## src/rtl/lsu_port_pkg.sv

```systemverilog
// Shared constants for the load/store port: access-size codes, FSM state
// encoding, the registered-operation record and the alignment rule.
// No ports; imported by lsu_port, lsu_lane and the bench.

`ifndef LSU_PORT_CONSTS
`define LSU_PORT_CONSTS
`define memWord 2'd0
`define memHalf 2'd1
`define memByte 2'd2
`endif

package lsu_port_pkg;

  localparam logic [1:0] MEM_WORD = `memWord;
  localparam logic [1:0] MEM_HALF = `memHalf;
  localparam logic [1:0] MEM_BYTE = `memByte;

  typedef enum logic [1:0] {
    ST_IDLE  = 2'd0,
    ST_ISSUE = 2'd1,
    ST_WAIT  = 2'd2,
    ST_RESP  = 2'd3
  } state_t;

  // Everything captured from the pipeline at accept; nothing on req_* is
  // looked at again until the next accept.
  typedef struct packed {
    logic        we;
    logic [1:0]  part;
    logic        sext;
    logic [31:0] addr;
    logic [31:0] wdata;
  } op_t;

  // Half needs an even address, word needs a multiple of four; bytes never fault.
  function automatic logic is_misaligned(input logic [1:0] part, input logic [1:0] addr_lo);
    logic mis;
    mis = 1'b0;
    case (part)
      MEM_WORD: mis = (addr_lo != 2'b00);
      MEM_HALF: mis = addr_lo[0];
      default:  mis = 1'b0;
    endcase
    return mis;
  endfunction

endpackage

```

## src/rtl/lsu_port_if.sv

```systemverilog
// Bundle of the three handshakes around the load/store port:
// pipeline request (req_*), memory request/return (m_*), pipeline response (resp_*).
// Modport slave is the LSU's view; master is the surrounding pipeline + memory.

interface lsu_port_if;
  logic        req_valid;
  logic        req_ready;
  logic        req_we;
  logic [1:0]  req_part;
  logic        req_sext;
  logic [31:0] req_addr;
  logic [31:0] req_wdata;

  logic        m_valid;
  logic        m_we;
  logic [31:0] m_addr;
  logic [3:0]  m_be;
  logic [31:0] m_wdata;
  logic        m_ready;
  logic        m_rvalid;
  logic [31:0] m_rdata;

  logic        resp_valid;
  logic        resp_err;
  logic [31:0] resp_data;
  logic        resp_ready;

  modport slave (
    input  req_valid, req_we, req_part, req_sext, req_addr, req_wdata,
    output req_ready,
    output m_valid, m_we, m_addr, m_be, m_wdata,
    input  m_ready, m_rvalid, m_rdata,
    output resp_valid, resp_err, resp_data,
    input  resp_ready
  );

  modport master (
    output req_valid, req_we, req_part, req_sext, req_addr, req_wdata,
    input  req_ready,
    input  m_valid, m_we, m_addr, m_be, m_wdata,
    output m_ready, m_rvalid, m_rdata,
    input  resp_valid, resp_err, resp_data,
    output resp_ready
  );
endinterface

```

## src/rtl/lsu_port_lane.sv

```systemverilog
// Byte-lane steering for the load/store port, purely combinational.
// Ports: part/sext/we/addr_lo describe the access; wdata -> be + wdata_lane
// for stores; rdata -> rdata_ext (selected lane, sign/zero extended) for loads.

module lsu_lane
  import lsu_port_pkg::*;
(
  input  logic [1:0]  part,
  input  logic        sext,
  input  logic        we,
  input  logic [1:0]  addr_lo,
  input  logic [31:0] wdata,
  input  logic [31:0] rdata,
  output logic [3:0]  be,
  output logic [31:0] wdata_lane,
  output logic [31:0] rdata_ext
);

  logic [7:0]  byte_lane;
  logic [15:0] half_lane;

  assign byte_lane = rdata[{addr_lo, 3'b000} +: 8];
  assign half_lane = rdata[{addr_lo[1], 4'b0000} +: 16];

  always_comb begin
    be         = 4'b0000;
    wdata_lane = wdata;
    rdata_ext  = rdata;
    case (part)
      MEM_WORD: begin
        be         = 4'b1111;
        wdata_lane = wdata;
        rdata_ext  = rdata;
      end
      MEM_HALF: begin
        be         = 4'b0011 << {addr_lo[1], 1'b0};
        wdata_lane = {2{wdata[15:0]}};
        rdata_ext  = {{16{sext & half_lane[15]}}, half_lane};
      end
      default: begin
        be         = 4'b0001 << addr_lo;
        wdata_lane = {4{wdata[7:0]}};
        rdata_ext  = {{24{sext & byte_lane[7]}}, byte_lane};
      end
    endcase
    // Loads read the whole word; enables only qualify writes.
    if (!we) be = 4'b0000;
  end

endmodule

```

## src/rtl/lsu_port.sv

```systemverilog
// Single-outstanding load/store port: accepts one op, checks alignment,
// issues one word-aligned memory request, returns an extended result.
// Ports: clk, reset (async active-low), bus (lsu_port_if.slave).

module lsu_port
  import lsu_port_pkg::*;
(
  input  logic         clk,
  input  logic         reset,
  lsu_port_if.slave    bus
);

  state_t      state, state_nxt;
  op_t         op_q;
  logic [31:0] resp_data_q;
  logic        resp_err_q;
  logic        accept;
  logic        misaligned;
  logic [3:0]  lane_be;
  logic [31:0] lane_wdata;
  logic [31:0] lane_rdata;

  assign accept     = bus.req_valid && (state == ST_IDLE);
  assign misaligned = is_misaligned(bus.req_part, bus.req_addr[1:0]);

  lsu_lane u_lane (
    .part       (op_q.part),
    .sext       (op_q.sext),
    .we         (op_q.we),
    .addr_lo    (op_q.addr[1:0]),
    .wdata      (op_q.wdata),
    .rdata      (bus.m_rdata),
    .be         (lane_be),
    .wdata_lane (lane_wdata),
    .rdata_ext  (lane_rdata)
  );

  // State register
  always_ff @(posedge clk or negedge reset) begin
    if (!reset) state <= ST_IDLE;
    else        state <= state_nxt;
  end

  // Next state
  always_comb begin
    state_nxt = state;
    case (state)
      ST_IDLE:  if (accept)        state_nxt = misaligned ? ST_RESP : ST_ISSUE;
      ST_ISSUE: if (bus.m_ready)   state_nxt = op_q.we ? ST_RESP : ST_WAIT;
      ST_WAIT:  if (bus.m_rvalid)  state_nxt = ST_RESP;
      ST_RESP:  if (bus.resp_ready) state_nxt = ST_IDLE;
      default:                     state_nxt = ST_IDLE;
    endcase
  end

  // Operation and response registers. The response is zeroed at accept, so
  // stores and faults answer 0 without a separate path.
  always_ff @(posedge clk or negedge reset) begin
    if (!reset) begin
      op_q        <= '0;
      resp_data_q <= '0;
      resp_err_q  <= 1'b0;
    end else if (accept) begin
      op_q        <= '{we: bus.req_we, part: bus.req_part, sext: bus.req_sext,
                       addr: bus.req_addr, wdata: bus.req_wdata};
      resp_data_q <= '0;
      resp_err_q  <= misaligned;
    end else if (state == ST_WAIT && bus.m_rvalid) begin
      resp_data_q <= lane_rdata;
    end
  end

  // Outputs: everything is gated by state so idle/reset shows zeros.
  always_comb begin
    bus.req_ready  = (state == ST_IDLE);
    bus.m_valid    = 1'b0;
    bus.m_we       = 1'b0;
    bus.m_addr     = '0;
    bus.m_be       = '0;
    bus.m_wdata    = '0;
    bus.resp_valid = 1'b0;
    bus.resp_err   = 1'b0;
    bus.resp_data  = '0;
    case (state)
      ST_ISSUE: begin
        bus.m_valid = 1'b1;
        bus.m_we    = op_q.we;
        bus.m_addr  = {op_q.addr[31:2], 2'b00};
        bus.m_be    = lane_be;
        bus.m_wdata = lane_wdata;
      end
      ST_RESP: begin
        bus.resp_valid = 1'b1;
        bus.resp_err   = resp_err_q;
        bus.resp_data  = resp_data_q;
      end
      default: ;
    endcase
  end

endmodule

```

## src/flat_wrapper.sv

```systemverilog
// flat-port wrapper written by rule: the top's interface ports become plain ports
module lsu_port_flat import lsu_port_pkg::*;
  (clk, reset, bus_req_valid, bus_req_we, bus_req_part, bus_req_sext, bus_req_addr, bus_req_wdata, bus_req_ready, bus_m_valid, bus_m_we, bus_m_addr, bus_m_be, bus_m_wdata, bus_m_ready, bus_m_rvalid, bus_m_rdata, bus_resp_valid, bus_resp_err, bus_resp_data, bus_resp_ready);
  lsu_port_if bus_i ();
  input  logic clk;
  input  logic reset;
  input wire logic [$bits(bus_i.req_valid)-1:0] bus_req_valid;
  input wire logic [$bits(bus_i.req_we)-1:0] bus_req_we;
  input wire logic [$bits(bus_i.req_part)-1:0] bus_req_part;
  input wire logic [$bits(bus_i.req_sext)-1:0] bus_req_sext;
  input wire logic [$bits(bus_i.req_addr)-1:0] bus_req_addr;
  input wire logic [$bits(bus_i.req_wdata)-1:0] bus_req_wdata;
  output wire logic [$bits(bus_i.req_ready)-1:0] bus_req_ready;
  output wire logic [$bits(bus_i.m_valid)-1:0] bus_m_valid;
  output wire logic [$bits(bus_i.m_we)-1:0] bus_m_we;
  output wire logic [$bits(bus_i.m_addr)-1:0] bus_m_addr;
  output wire logic [$bits(bus_i.m_be)-1:0] bus_m_be;
  output wire logic [$bits(bus_i.m_wdata)-1:0] bus_m_wdata;
  input wire logic [$bits(bus_i.m_ready)-1:0] bus_m_ready;
  input wire logic [$bits(bus_i.m_rvalid)-1:0] bus_m_rvalid;
  input wire logic [$bits(bus_i.m_rdata)-1:0] bus_m_rdata;
  output wire logic [$bits(bus_i.resp_valid)-1:0] bus_resp_valid;
  output wire logic [$bits(bus_i.resp_err)-1:0] bus_resp_err;
  output wire logic [$bits(bus_i.resp_data)-1:0] bus_resp_data;
  input wire logic [$bits(bus_i.resp_ready)-1:0] bus_resp_ready;
  assign bus_i.req_valid = bus_req_valid;
  assign bus_i.req_we = bus_req_we;
  assign bus_i.req_part = bus_req_part;
  assign bus_i.req_sext = bus_req_sext;
  assign bus_i.req_addr = bus_req_addr;
  assign bus_i.req_wdata = bus_req_wdata;
  assign bus_req_ready = bus_i.req_ready;
  assign bus_m_valid = bus_i.m_valid;
  assign bus_m_we = bus_i.m_we;
  assign bus_m_addr = bus_i.m_addr;
  assign bus_m_be = bus_i.m_be;
  assign bus_m_wdata = bus_i.m_wdata;
  assign bus_i.m_ready = bus_m_ready;
  assign bus_i.m_rvalid = bus_m_rvalid;
  assign bus_i.m_rdata = bus_m_rdata;
  assign bus_resp_valid = bus_i.resp_valid;
  assign bus_resp_err = bus_i.resp_err;
  assign bus_resp_data = bus_i.resp_data;
  assign bus_i.resp_ready = bus_resp_ready;
  lsu_port u_core (.clk(clk), .reset(reset), .bus(bus_i));
endmodule
```

## config.mk

```make
export PLATFORM = sky130hd
export DESIGN_NAME = lsu_port_flat
export DESIGN_NICKNAME = d
export VERILOG_FILES = /design/src/rtl/lsu_port_pkg.sv /design/src/rtl/lsu_port_if.sv /design/src/rtl/lsu_port_lane.sv /design/src/rtl/lsu_port.sv /design/src/flat_wrapper.sv
export SDC_FILE = /design/constraint.sdc
export NUM_CORES = 1
export LEC_CHECK = 0
export CORE_MARGIN = 4
export CORE_UTILIZATION = 25
export CTS_CLUSTER_DIAMETER = 200
export CTS_CLUSTER_SIZE = 24
export DETAILED_ROUTE_END_ITERATION = 10
export HOLD_SLACK_MARGIN = 0.06
export SLEW_MARGIN = 15
export SYNTH_ARGS = -nofsm -noshare
export SYNTH_HDL_FRONTEND = slang
export SYNTH_HIERARCHICAL = 1
export SYNTH_SLANG_ARGS = --single-unit
```

## constraint.sdc

```tcl
create_clock -name clk -period 2.4 [get_ports clk]
set_input_delay 0.72 -clock clk [delete_from_list [all_inputs] [get_ports clk]]
set_output_delay 0.72 -clock clk [all_outputs]
set_load 0.03 [all_outputs]
```

---- Word-level counts from Yosys, hierarchy flattened ----
Cells that the tools add are included.
storage, ports and cells
  register bits ........................... 103
  input bits .............................. 106
  output and inout port bits .............. 105
  logic and storage cells ................. 53
cells by class
  equal/unequal tests ..................... 9
  shift-type cells ........................ 4
  muxes and demuxes ....................... 22
  bitwise gates (word level) .............. 2
  reduce and logical (&&, ||, !) cells .... 8
operator list
  kind                                                                    number
  32-bit 2-to-1 mux                                                       5
  32-bit one-hot mux with 2 select lines                                  2
  32-bit by 6-bit indexed part select with 16-bit output                  1
  32-bit by 6-bit indexed part select with 8-bit output                   1
  2-bit 2-to-1 mux                                                        5
  4-bit 2-to-1 mux                                                        2
  2-bit one-hot mux with 4 select lines                                   1
  4-bit one-hot mux with 2 select lines                                   1
  2-bit by 1-bit equality test with 1-bit output (second input constant)  3
  2-bit zero test                                                         3
  2-bit != test (second input constant)                                   3
  1-bit 2-to-1 mux                                                        5
  2-bit equality test (second input constant)                             2
  4-bit AND reduction                                                     1
  2-bit nonzero test                                                      2
  1-bit by 2-bit << shifter with 4-bit output (first input constant)      1
  2-bit by 2-bit << shifter with 4-bit output (first input constant)      1
  1-bit bitwise AND                                                       2
  1-bit logical AND                                                       2
  2-bit by 1-bit != test with 1-bit output (second input constant)        1
  1-bit one-hot mux with 2 select lines                                   1

---- Depth between registers and ports, before layout ----
Gate-level depths: netlist (run 1).
  depth in word-level cells ............... 5
  gate-level depth with buffers ........... 7
  mapped depth without buffers ............ 6

---- Hierarchy ----
The synthesis (run 1) kept the hierarchy.
by module, submodules not included
  module    times used  cells an instance  area an instance (um2)  sequential area each (um2)
  lsu_port  1           357                4,579.4                 2,577.5
  lsu_lane  1           195                1,214.9                 0.0

---- Worst setup path after synthesis (run 1) ----
OpenSTA, ideal clock, no wires.
  kind .................................... register to output
  from .................................... reg u_core.state[1]
  to ...................................... out bus_m_addr[10]
  arrival ................................. 1,428 ps
  required time ........................... 1,680 ps
  setup slack ............................. 252 ps
  cell stages (with the launch flop) ...... 6
  buffers on the path ..................... 2
  cell sequence ........................... dfrtp_1 > inv_1 > ha_1 > buf_1 > clkbuf_1 > and2_1
on the way
  word-level cells in the longest chain between the ends .. 2
ends and longest elaborated chain
  item                                            RTL line            text
  from (decl)                                     lsu_port.sv:13      state_t state, state_nxt;
  from (signal assigned)                          lsu_port.sv:41      else state <= state_nxt;
  2-bit by 1-bit equality test with 1-bit output  lsu_port.sv:84      case (state)
  32-bit 2-to-1 mux                               lsu_port.sv:84
  to (decl)                                       flat_wrapper.sv:16  output wire logic [$bits(bus_i.m_addr)-1:0] bus_m_addr;
Every way passes these cells.

---- Worst setup path after layout (run 1) ----
  from .................................... reg u_core/op_q[66] in the netlist's numbering
  to ...................................... out bus_m_wdata[31]
on the way
  word-level cells in the longest chain between the ends .. 3
  elaborated cells between the ends (all ways) .. 4
  classes of those cells .................. eq/ne (1); mux (2); reduce/logical (1)
ends and longest elaborated chain
  item                                                                                      RTL line             text
  from (decl)                                                                               lsu_port.sv:14       op_t op_q;
  from (signal assigned)                                                                    lsu_port.sv:64       op_q <= '{we: bus.req_we, part: bus.req_part, sext: bus.req_sext,
  2-bit by 1-bit equality test with 1-bit output / 2-bit zero test (equally long branches)  lsu_port_lane.sv:29  case (part)
  32-bit one-hot mux with 2 select lines (*)                                                lsu_port_lane.sv:29
  via u_core.lane_wdata[31]                                                                 lsu_port.sv:20       logic [31:0] lane_wdata;
  32-bit 2-to-1 mux (*)                                                                     lsu_port.sv:84
  to (decl)                                                                                 flat_wrapper.sv:18   output wire logic [$bits(bus_i.m_wdata)-1:0] bus_m_wdata;
The timed path passes the listed nets; every way through them passes the cells marked *.

==> flow_summary.yaml, run 1 <==
final_layout:
  area_growth_pct: 50.1
  drive_gt1_frac: 0.347
  n_antenna_cell: 0
  final_cells: 1046
  fin_util: 0.383
  fin_nets: 867
critical_path:
  crit_arrival_ns: 1.77
  path_class: "flip-flop to primary output"
  cp-end-kind: "primary output"
  critPathMaxFanout: 8
  required_ns: 1.68
  critPathLaunchType: "flip-flop"
yosys:
  synth.top_cell.area_share: 0.445
  synthesis.area_mm2: 0.00579
  synth-seq-cells: 103
  synth_top_cells_by_count: "dfrtp_1 (103), and2_1 (101), mux2_2 (79)"
  synth.yosys.seq_area_share: 0.445
  yosys_most_used_dff: "dfrtp_1"
  yosysTopAreaCell: "dfrtp_1"
  synth.area.top_cells: "dfrtp_1 (44%), mux2_2 (15%), and2_1 (11%), a22o_1 (4.8%), mux2i_1 (3.8%)"
  synth_cell_types: 37
  yosysWarnings: 6
  yosysMostFrequentCell: "dfrtp_1"
  syn_inst: 552
  synth_edf_count: 0
  avgSynthCellArea_um2: 10.5
  synthArstFlopShare: 1.00
timing:
  max_freq_mhz: 402
  hold_viol_final: 0
  layout_min_cycle_time_ns: 2.49
  setup_tns_ns: -0.871
  fin_skew_ns: 0.00860
  setup_viol: 17
  fin_crit_sh: 1.04
  slew_violations: 0
  rsz0062_at_grt: "yes"
  timing.hold.ws_ns: 0.268
  setup_slack_ns: -0.0862
power_and_ir_drop:
  p_leak_nw: 4.02
  vdd_drop_max_mv: 0.710
  p_per_area_mw_per_mm2: 1300
  power_mw: 11.3
cts:
  clockRootBuffer: "clkbuf_16"
  cts-htree-levels: 3
  worstSkewPairLatency_ns: 0.36
  tritoncts: "done"
  clkSlewWorstSetupHoldPaths_ns: 0.07
  clockBufferDepth: 2
  cts_inserted_buffers: 9
  clock_sinks: 103
  hold_buffers: 0
hold_path:
  hold_path.class: "primary input to asynchronous set/reset pin"
global_route:
  use_met1: 0.186
  grt.total_usage: 0.143
  grt_pass1_vias: 5220
  overflow: 0
  grt_first_pass_wirelength_mm: 29.1
  antenna_found_initial: 1
  top_usage_layer: "met2"
  grt_use_met2: 0.226
  grt_use_met3: 0.0501
  grt_max_degree: 48
run_status:
  violations: "negative setup slack"
  status: "finished, violations left"
place:
  hpwl_mm: 13.2
  io_buffers: 208
  dp.cells: 1027
  gp_congestion: 0.814
floorplanning:
  ios: 211
  die_h_um: 160
  coreArea_mm2: 0.0227
  dieArea_mm2: 0.0257
  fp.dieW_um: 160
  std_cell_rows: 55
  floorplan.initialDensity: 0.255
run:
  maxCapViolations: 0
route:
  drt-vias-per-instance: 4.62
  wire_per_inst_um: 17.7
  routed_wl_mm: 18.5
  vias: 4831
  route.detailed.drc: 0
  first_pass_iters: 4
  drtIter0Drc: 206
  postRouteAntennaNets: 0
metal layers:
metal / vias to the layer above / part of all wire / wire length (µm)
met5: - / 0.00070 / 13
met4: 2 / 0.014 / 263
met3: 18 / 0.086 / 1590
met2: 198 / 0.46 / 8500
met1: 2319 / 0.44 / 8150
li1: 2294 / - / -
layout make-up:
class,count,area (µm²)
fill,2267,14000
multi-input combinational,393,2990
sequential,103,2580
timing repair buffer,243,2430
tap,285,357
clock buffer,10,239
clock inverter,6,73.8
inverter,6,22.5
timing repair:
item | in CTS | in global routing
cloned | 1 | 1
resized for setup | 54 | 13
buffers inserted | 1 | 0
endpoints found under the setup margin | 80 | 68
critical path: stages, from the launching register on:
cell and delay, ns:
dfrtp_2 0.46, buf_4 0.18, or2_4 0.30, nor2_1 0.10, nor2_1 0.05, and2_1 0.15
buf_4 0.16
sequential cells by signal, summed over array words and instances (netlist names):
register            count
u_core/resp_data_q     32
u_core/state            2
u_core/resp_err_q       1
u_core/op_q            68
metrics by stage:
| step | area, µm² | worst slack, ns |
|---|---|---|
| 2_1_floorplan | 5800 | 0.252 |
| 4_1_cts | 8630 | -0.107 |
| 3_3_place_gp | 8220 | 0.00834 |
| 3_5_place_dp | 8220 | 0.00905 |
| 5_1_grt | 8700 | -0.144 |
| 6_report | 8700 | -0.0862 |
power by group:
part	leakage (nW)	switching, mW	total (mW)	internal, mW
logic	2.60	3.48	6.64	3.16
registers	1.27	0.540	3.06	2.52
clock network	0.154	0.721	1.58	0.854
worst paths after layout:
check	cells after the start	end	slack (ns)	startpoint
hold / removal	1	u_core/op_q[40]	0.27	reset
setup / recovery	6	bus_m_wdata[31]	-0.09	u_core/op_q[66]
setup reg to reg	6	u_core/resp_data_q[21]	0.55	u_core/op_q[33]
hold reg to reg	2	u_core/resp_err_q	0.47	u_core/resp_err_q
min in group clk	2	u_core/resp_err_q	0.47	u_core/resp_err_q
max in group asynchronous	2	u_core/resp_data_q[26]	1.40	reset
cells in the final DEF (no fill, tap or decap), types with 4 or more instances in the layout:
cell and instances:
and2_4 11, a22o_1 32, clkbuf_16 10, mux2_2 79, nand2b_1 4, buf_6 5, mux2i_1 22, clkdlybuf4s50_1 104
nand2_1 45, buf_12 24, and2_1 90, buf_4 101, o21ai_0 9, nor2_2 6, a221oi_1 7, nand3_1 16
nor2_1 23, and3_1 10, inv_1 5, a211oi_1 8, dfrtp_1 101
kinds of logic (layout without fill, tap and decap cells):
| group | Yosys count | in the layout | share of synthesized area |
|---|---|---|---|
| compound gates | 71 | 71 | 0.0998 |
| fa+ha+maj | 5 | 5 | 0.0108 |
| buf+inv | 58 | 265 | 0.0574 |
| flops | 103 | 103 | 0.445 |
| mux | 101 | 101 | 0.192 |
| other cells | 1 | 2 | 0.000647 |
| simple gates | 213 | 214 | 0.195 |
(Power assumes the default switching activity.)
==> run 2: changes to the inputs <==
- CORE_UTILIZATION: 25 -> 45
- PLACE_DENSITY: unset -> 0.81
==> run 2 against run 1 <==
The run still ends with negative setup slack left. Clock-buffer cell count increased by 1. Non-clock buffer count increased by 1. Clock power decreased by 16%. Worst setup slack improved by 0.044 ns. Utilization increased by 30 points. Total power increased by 2.3%. Sequential share of layout area increased by 0.27 points.
==> flow_summary.yaml, run 2 (synthesized netlist as in run 1, its figures left out) <==
final_layout:
  drive_gt1_frac: 0.367
  final_cells: 933
  final_common_cell: "clkdlybuf4s50_1"
  area_growth_pct: 48.8
  largest_register_ffs: 68
  fin_nets: 868
  regMostFlops: "u_core/op_q"
  n_antenna_cell: 0
  final_cell_mix: "clkdlybuf4s50_1 (104), dfrtp_1 (101), buf_4 (88)"
  reg_top3: "u_core/op_q (68), u_core/resp_data_q (32), u_core/state (2)"
cts:
  cts_inserted_buffers: 9
  cts-htree-levels: 3
  clockRootBuffer: "clkbuf_16"
  clkSlewWorstSetupHoldPaths_ns: 0.07
  tritoncts: "done"
  clock_sinks: 103
  worstSkewPairLatency_ns: 0.35
  clockBufferDepth: 2
route:
  wl_met3_mm: 1.62
  first_pass_iters: 5
  drtIter0Drc: 358
  route.detailed.drc: 0
  drt-vias-per-instance: 5.39
  maxUsedRoutingLayer: "met4"
  postRouteAntennaNets: 0
  routed_wl_mm: 18.1
  routed-wl-met2_mm: 8.94
  wl_met1_mm: 7.13
  vias: 5027
  wire_per_inst_um: 19.4
timing:
  slew_violations: 0
  setup_slack_ns: -0.0425
  fin_crit_sh: 1.02
  worstMarginPinSlew_ns: 0.767
  hold_viol_final: 0
  fin_skew_ns: 0.00752
  rsz0062_at_grt: "yes"
  layout_min_cycle_time_ns: 2.44
  setup_tns_ns: -0.202
  maxSlewHeadroom: 0.488
  setup_viol: 10
  timing.hold.ws_ns: 0.257
  max_freq_mhz: 409
run_status:
  violations: "negative setup slack"
  status: "finished, violations left"
global_route:
  grt.total_usage: 0.241
  antenna_found_initial: 0
  overflow: 0
  grt_pass1_vias: 5232
  grt_max_degree: 56
  grt_first_pass_wirelength_mm: 27.8
floorplanning:
  dieArea_mm2: 0.0148
  die_h_um: 121
  coreArea_mm2: 0.0126
  std_cell_rows: 41
  fp.dieW_um: 121
  floorplan.initialDensity: 0.459
  ios: 211
power_and_ir_drop:
  vdd_drop_max_mv: 0.832
  p_seq_frac: 0.267
  p_leak_nw: 4.06
  p_per_area_mw_per_mm2: 1340
  internal-power_mw: 6.67
  p_clk_frac: 0.115
  p_comb_frac: 0.617
  swShare: 0.422
  switchingPower_mw: 4.88
critical_path:
  critPathLaunchType: "flip-flop"
  crit_arrival_ns: 1.72
  critPathMaxFanout: 5
  crit_top_cell: "buf_6"
  path_class: "flip-flop to primary output"
  path_cells: "buf_6 > mux2_2 > nor2_2 > nor2_1 > and2_4 > buf_6"
  slowest_delay_ns: 0.43
  worst-path-buf-inv: 2
  crit_family: "flip-flops"
  slowest_stage: "dfrtp_2"
  cp-end-kind: "primary output"
  required_ns: 1.68
run:
  maxCapViolations: 0
place:
  gp_congestion: 0.921
  io_buffers: 208
  dp.cells: 908
  hpwl_mm: 12.5
hold_path:
  hold_path.class: "primary input to asynchronous set/reset pin"
run 2: cell count changes in the layout (fill, tap and decap cells not counted), sizes merged:
cell / before / now
bufinv: 1 / 0
buf: 134 / 135
inv: 9 / 6
clkdlybuf4s15: 3 / 1
bufbuf: 0 / 1
clkinv: 2 / 4
clkbuf: 11 / 13
run 2: power by group through the flow:
| stage | Sequential [mW] | Combinational (mW) | Clock, mW |
|---|---|---|---|
| global placement | 2.99 | 6.16 | 0 |
| detailed placement | 3.04 | 6.30 | 0 |
| CTS | 3.05 | 6.78 | 1.37 |
| global route | 3.18 | 7.58 | 1.44 |
| finish | 3.09 | 7.12 | 1.33 |
| floorplan | 2.84 | 4.34 | 0 |
run 2: metal layers:
layer / vias to the layer above / track usage
met4: 0 / 0.0847
met5: - / 0
met2: 242 / 0.408
met3: 34 / 0.0727
li1: 2299 / -
met1: 2452 / 0.291
run 2: layout make-up:
| type | count | area [µm²] |
|---|---|---|
| Clock buffer | 11 | 233 |
| Clock inverter | 4 | 23.8 |
| Fill cell | 929 | 4000 |
| Inverter | 6 | 22.5 |
| Multi-Input combinational cell | 393 | 3070 |
| Sequential cell | 103 | 2580 |
| Tap cell | 172 | 215 |
| Timing Repair Buffer | 244 | 2480 |
run 2: final timing paths:
path,start,endpoint,slack [ns],cells past startpoint
min in group clk,u_core/resp_err_q,u_core/resp_err_q,0.49,2
hold / removal,reset,u_core/resp_data_q[22],0.26,1
hold reg to reg,u_core/resp_err_q,u_core/resp_err_q,0.49,2
setup reg to reg,u_core/op_q[66],u_core/resp_data_q[14],0.23,8
setup / recovery,u_core/op_q[66],bus_m_wdata[24],-0.04,6
max in group asynchronous,reset,u_core/op_q[35],1.46,2
run 2: per-stage QoR:
| step | instance area (µm²) | worst slack [ns] | utilization | power, mW |
|---|---|---|---|---|
| global placement | 8000 | 0.0459 | 0.634 | 9.15 |
| detailed placement | 8000 | -0.00789 | 0.634 | 9.35 |
| global route | 8620 | -0.0940 | 0.683 | 12.2 |
| finish | 8620 | -0.0425 | 0.683 | 11.5 |
| floorplan | 5800 | 0.252 | - | 7.18 |
| CTS | 8480 | -0.0581 | 0.672 | 11.2 |
run 2: timing repair:
action                     4_1_cts  5_1_grt
setup endpoints to repair       56       74
pin swaps                       17       14
hold buffers                     0        0
buffers inserted                 3        1
resized for setup               66       48
gates cloned                     4        2
==> run 3: changes to the inputs <==
- ABC_CLOCK_PERIOD_IN_PS: unset -> 2400
- SKIP_LAST_GASP: unset -> 1
==> run 3 against run 2 <==
The flow still finishes with violations (negative setup slack). Worst setup slack got worse by 0.016 ns. Sequential cell count unchanged. Final area is 0.22% higher.
==> flow_summary.yaml, run 3 (synthesized netlist as in run 1, its figures left out) <==
critical_path:
  path_class: "flip-flop to primary output"
  critPathMaxFanout: 5
  crit_arrival_ns: 1.74
  required_ns: 1.68
  critPathLaunchType: "flip-flop"
  cp-end-kind: "primary output"
route:
  routed_wl_mm: 18.2
  wire_per_inst_um: 19.5
  vias: 5021
  drtIter0Drc: 411
  postRouteAntennaNets: 0
  drt-vias-per-instance: 5.38
  first_pass_iters: 5
  route.detailed.drc: 0
final_layout:
  final_common_cell: "clkdlybuf4s50_1"
  seqCellArea_mm2: 0.00258
  multi_input_area_mm2: 0.00306
  n_antenna_cell: 0
  drive_gt1_frac: 0.369
  largest_register_ffs: 68
  final_cell_mix: "clkdlybuf4s50_1 (104), dfrtp_1 (101), buf_4 (87), and2_1 (87), mux2_2 (75)"
  fin_util: 0.685
  fillCellCount: 926
  regMostFlops: "u_core/op_q"
  reg_top3: "u_core/op_q (68), u_core/resp_data_q (32), u_core/state (2)"
  area_growth_pct: 49.1
  fin_nets: 869
floorplanning:
  ios: 211
  floorplan.initialDensity: 0.459
  std_cell_rows: 41
  die_h_um: 121
  fp.dieW_um: 121
  coreArea_mm2: 0.0126
  dieArea_mm2: 0.0148
run_status:
  violations: "negative setup slack"
  status: "finished, violations left"
power_and_ir_drop:
  p_clk_frac: 0.115
  vdd_drop_max_mv: 0.841
  switchingPower_mw: 4.89
  swShare: 0.422
  p_per_area_mw_per_mm2: 1340
  p_comb_frac: 0.617
  p_leak_nw: 4.07
  p_seq_frac: 0.268
  internal-power_mw: 6.69
timing:
  timing.hold.ws_ns: 0.257
  maxSlewHeadroom: 0.483
  fin_crit_sh: 1.02
  slew_violations: 0
  layout_min_cycle_time_ns: 2.46
  setup_slack_ns: -0.0584
  setup_viol: 12
  max_freq_mhz: 407
  worstMarginPinSlew_ns: 0.774
  hold_viol_final: 0
  fin_skew_ns: 0.00716
  rsz0062_at_grt: "yes"
global_route:
  grt_max_degree: 56
  overflow: 0
  grt_pass1_vias: 5232
  grt.total_usage: 0.241
  antenna_found_initial: 0
  grt_first_pass_wirelength_mm: 27.8
cts:
  tritoncts: "done"
  cts-htree-levels: 3
  clockBufferDepth: 2
  clockRootBuffer: "clkbuf_16"
  cts_inserted_buffers: 9
  clkSlewWorstSetupHoldPaths_ns: 0.07
  hold_buffers: 0
  clock_sinks: 103
  worstSkewPairLatency_ns: 0.35
place:
  post-place-ws_ns: -0.00789
  io_buffers: 208
  gp_congestion: 0.921
  hpwl_mm: 12.5
run:
  maxCapViolations: 0
hold_path:
  hold_path.class: "primary input to asynchronous set/reset pin"
-- run 3: cell types whose count changed in the layout (fill, tap and decap cells not counted), sizes merged --
cell / before / now
clkdlybuf4s15: 1 / 0
dlygate4sd2: 1 / 2
clkbuf: 13 / 14
-- run 3: worst max-delay path, stage by stage, from the launching register on --
cell and delay [ns]:
dfrtp_2 0.45, buf_12 0.14, nor2_4 0.14, buf_6 0.16
nor2_1 0.05, nor2_1 0.12, and2_1 0.17, buf_6 0.14
-- run 3: final timing paths --
| path | startpoint | to | slack [ns] | cells past startpoint |
|---|---|---|---|---|
| worst max-delay path | u_core/op_q[66] | bus_m_wdata[27] | -0.06 | 7 |
| worst max register to register | u_core/op_q[66] | u_core/resp_data_q[14] | 0.24 | 8 |
| worst min-delay path | reset | u_core/resp_data_q[22] | 0.26 | 1 |
| min in group clk | u_core/resp_err_q | u_core/resp_err_q | 0.49 | 2 |
| max in group asynchronous | reset | u_core/op_q[35] | 1.46 | 2 |
| worst min register to register | u_core/resp_err_q | u_core/resp_err_q | 0.49 | 2 |
-- run 3: repair_timing --
item                                   CTS  global route
setup buffers                            3             2
endpoints found under the hold margin    0             0
resized for setup                       61            51
setup endpoints to repair               56            74
gates cloned                             4             2
pin swaps                               16            25
-- run 3: routing by layer --
metal	track usage	vias to the layer above	wire length, µm
met2	0.408	244	8990
met5	0	-	0
met3	0.0727	35	1570
met1	0.291	2440	7250
li1	-	2302	-
met4	0.0847	0	387
-- run 3: cell type report --
| class | instances | area share |
|---|---|---|
| clock buffers | 11 | 0.0269 |
| clock inverters | 4 | 0.00275 |
| inverters | 6 | 0.00261 |
| multi-input cells | 393 | 0.355 |
| flip-flops and latches | 103 | 0.299 |
| well taps | 172 | 0.0249 |
| repair buffers | 245 | 0.290 |
-- run 3: metrics by stage --
step,cell area (µm²),instances,total power [mW],setup TNS [ns]
after global placement,8000,908,9.15,0
after CTS,8470,930,11.2,-0.591
after global routing,8640,934,12.2,-1.28
final,8640,934,11.6,-0.353
after detailed placement,8000,908,9.35,-0.00789
after floorplan,5800,553,7.18,0
-- run 3: power groups by stage --
stage,registers (mW),clock network (mW),logic (mW)
after floorplan,2.84,0,4.34
after global placement,2.99,0,6.16
after detailed placement,3.04,0,6.30
after CTS,3.05,1.37,6.76
after global routing,3.20,1.44,7.60
final,3.10,1.33,7.14
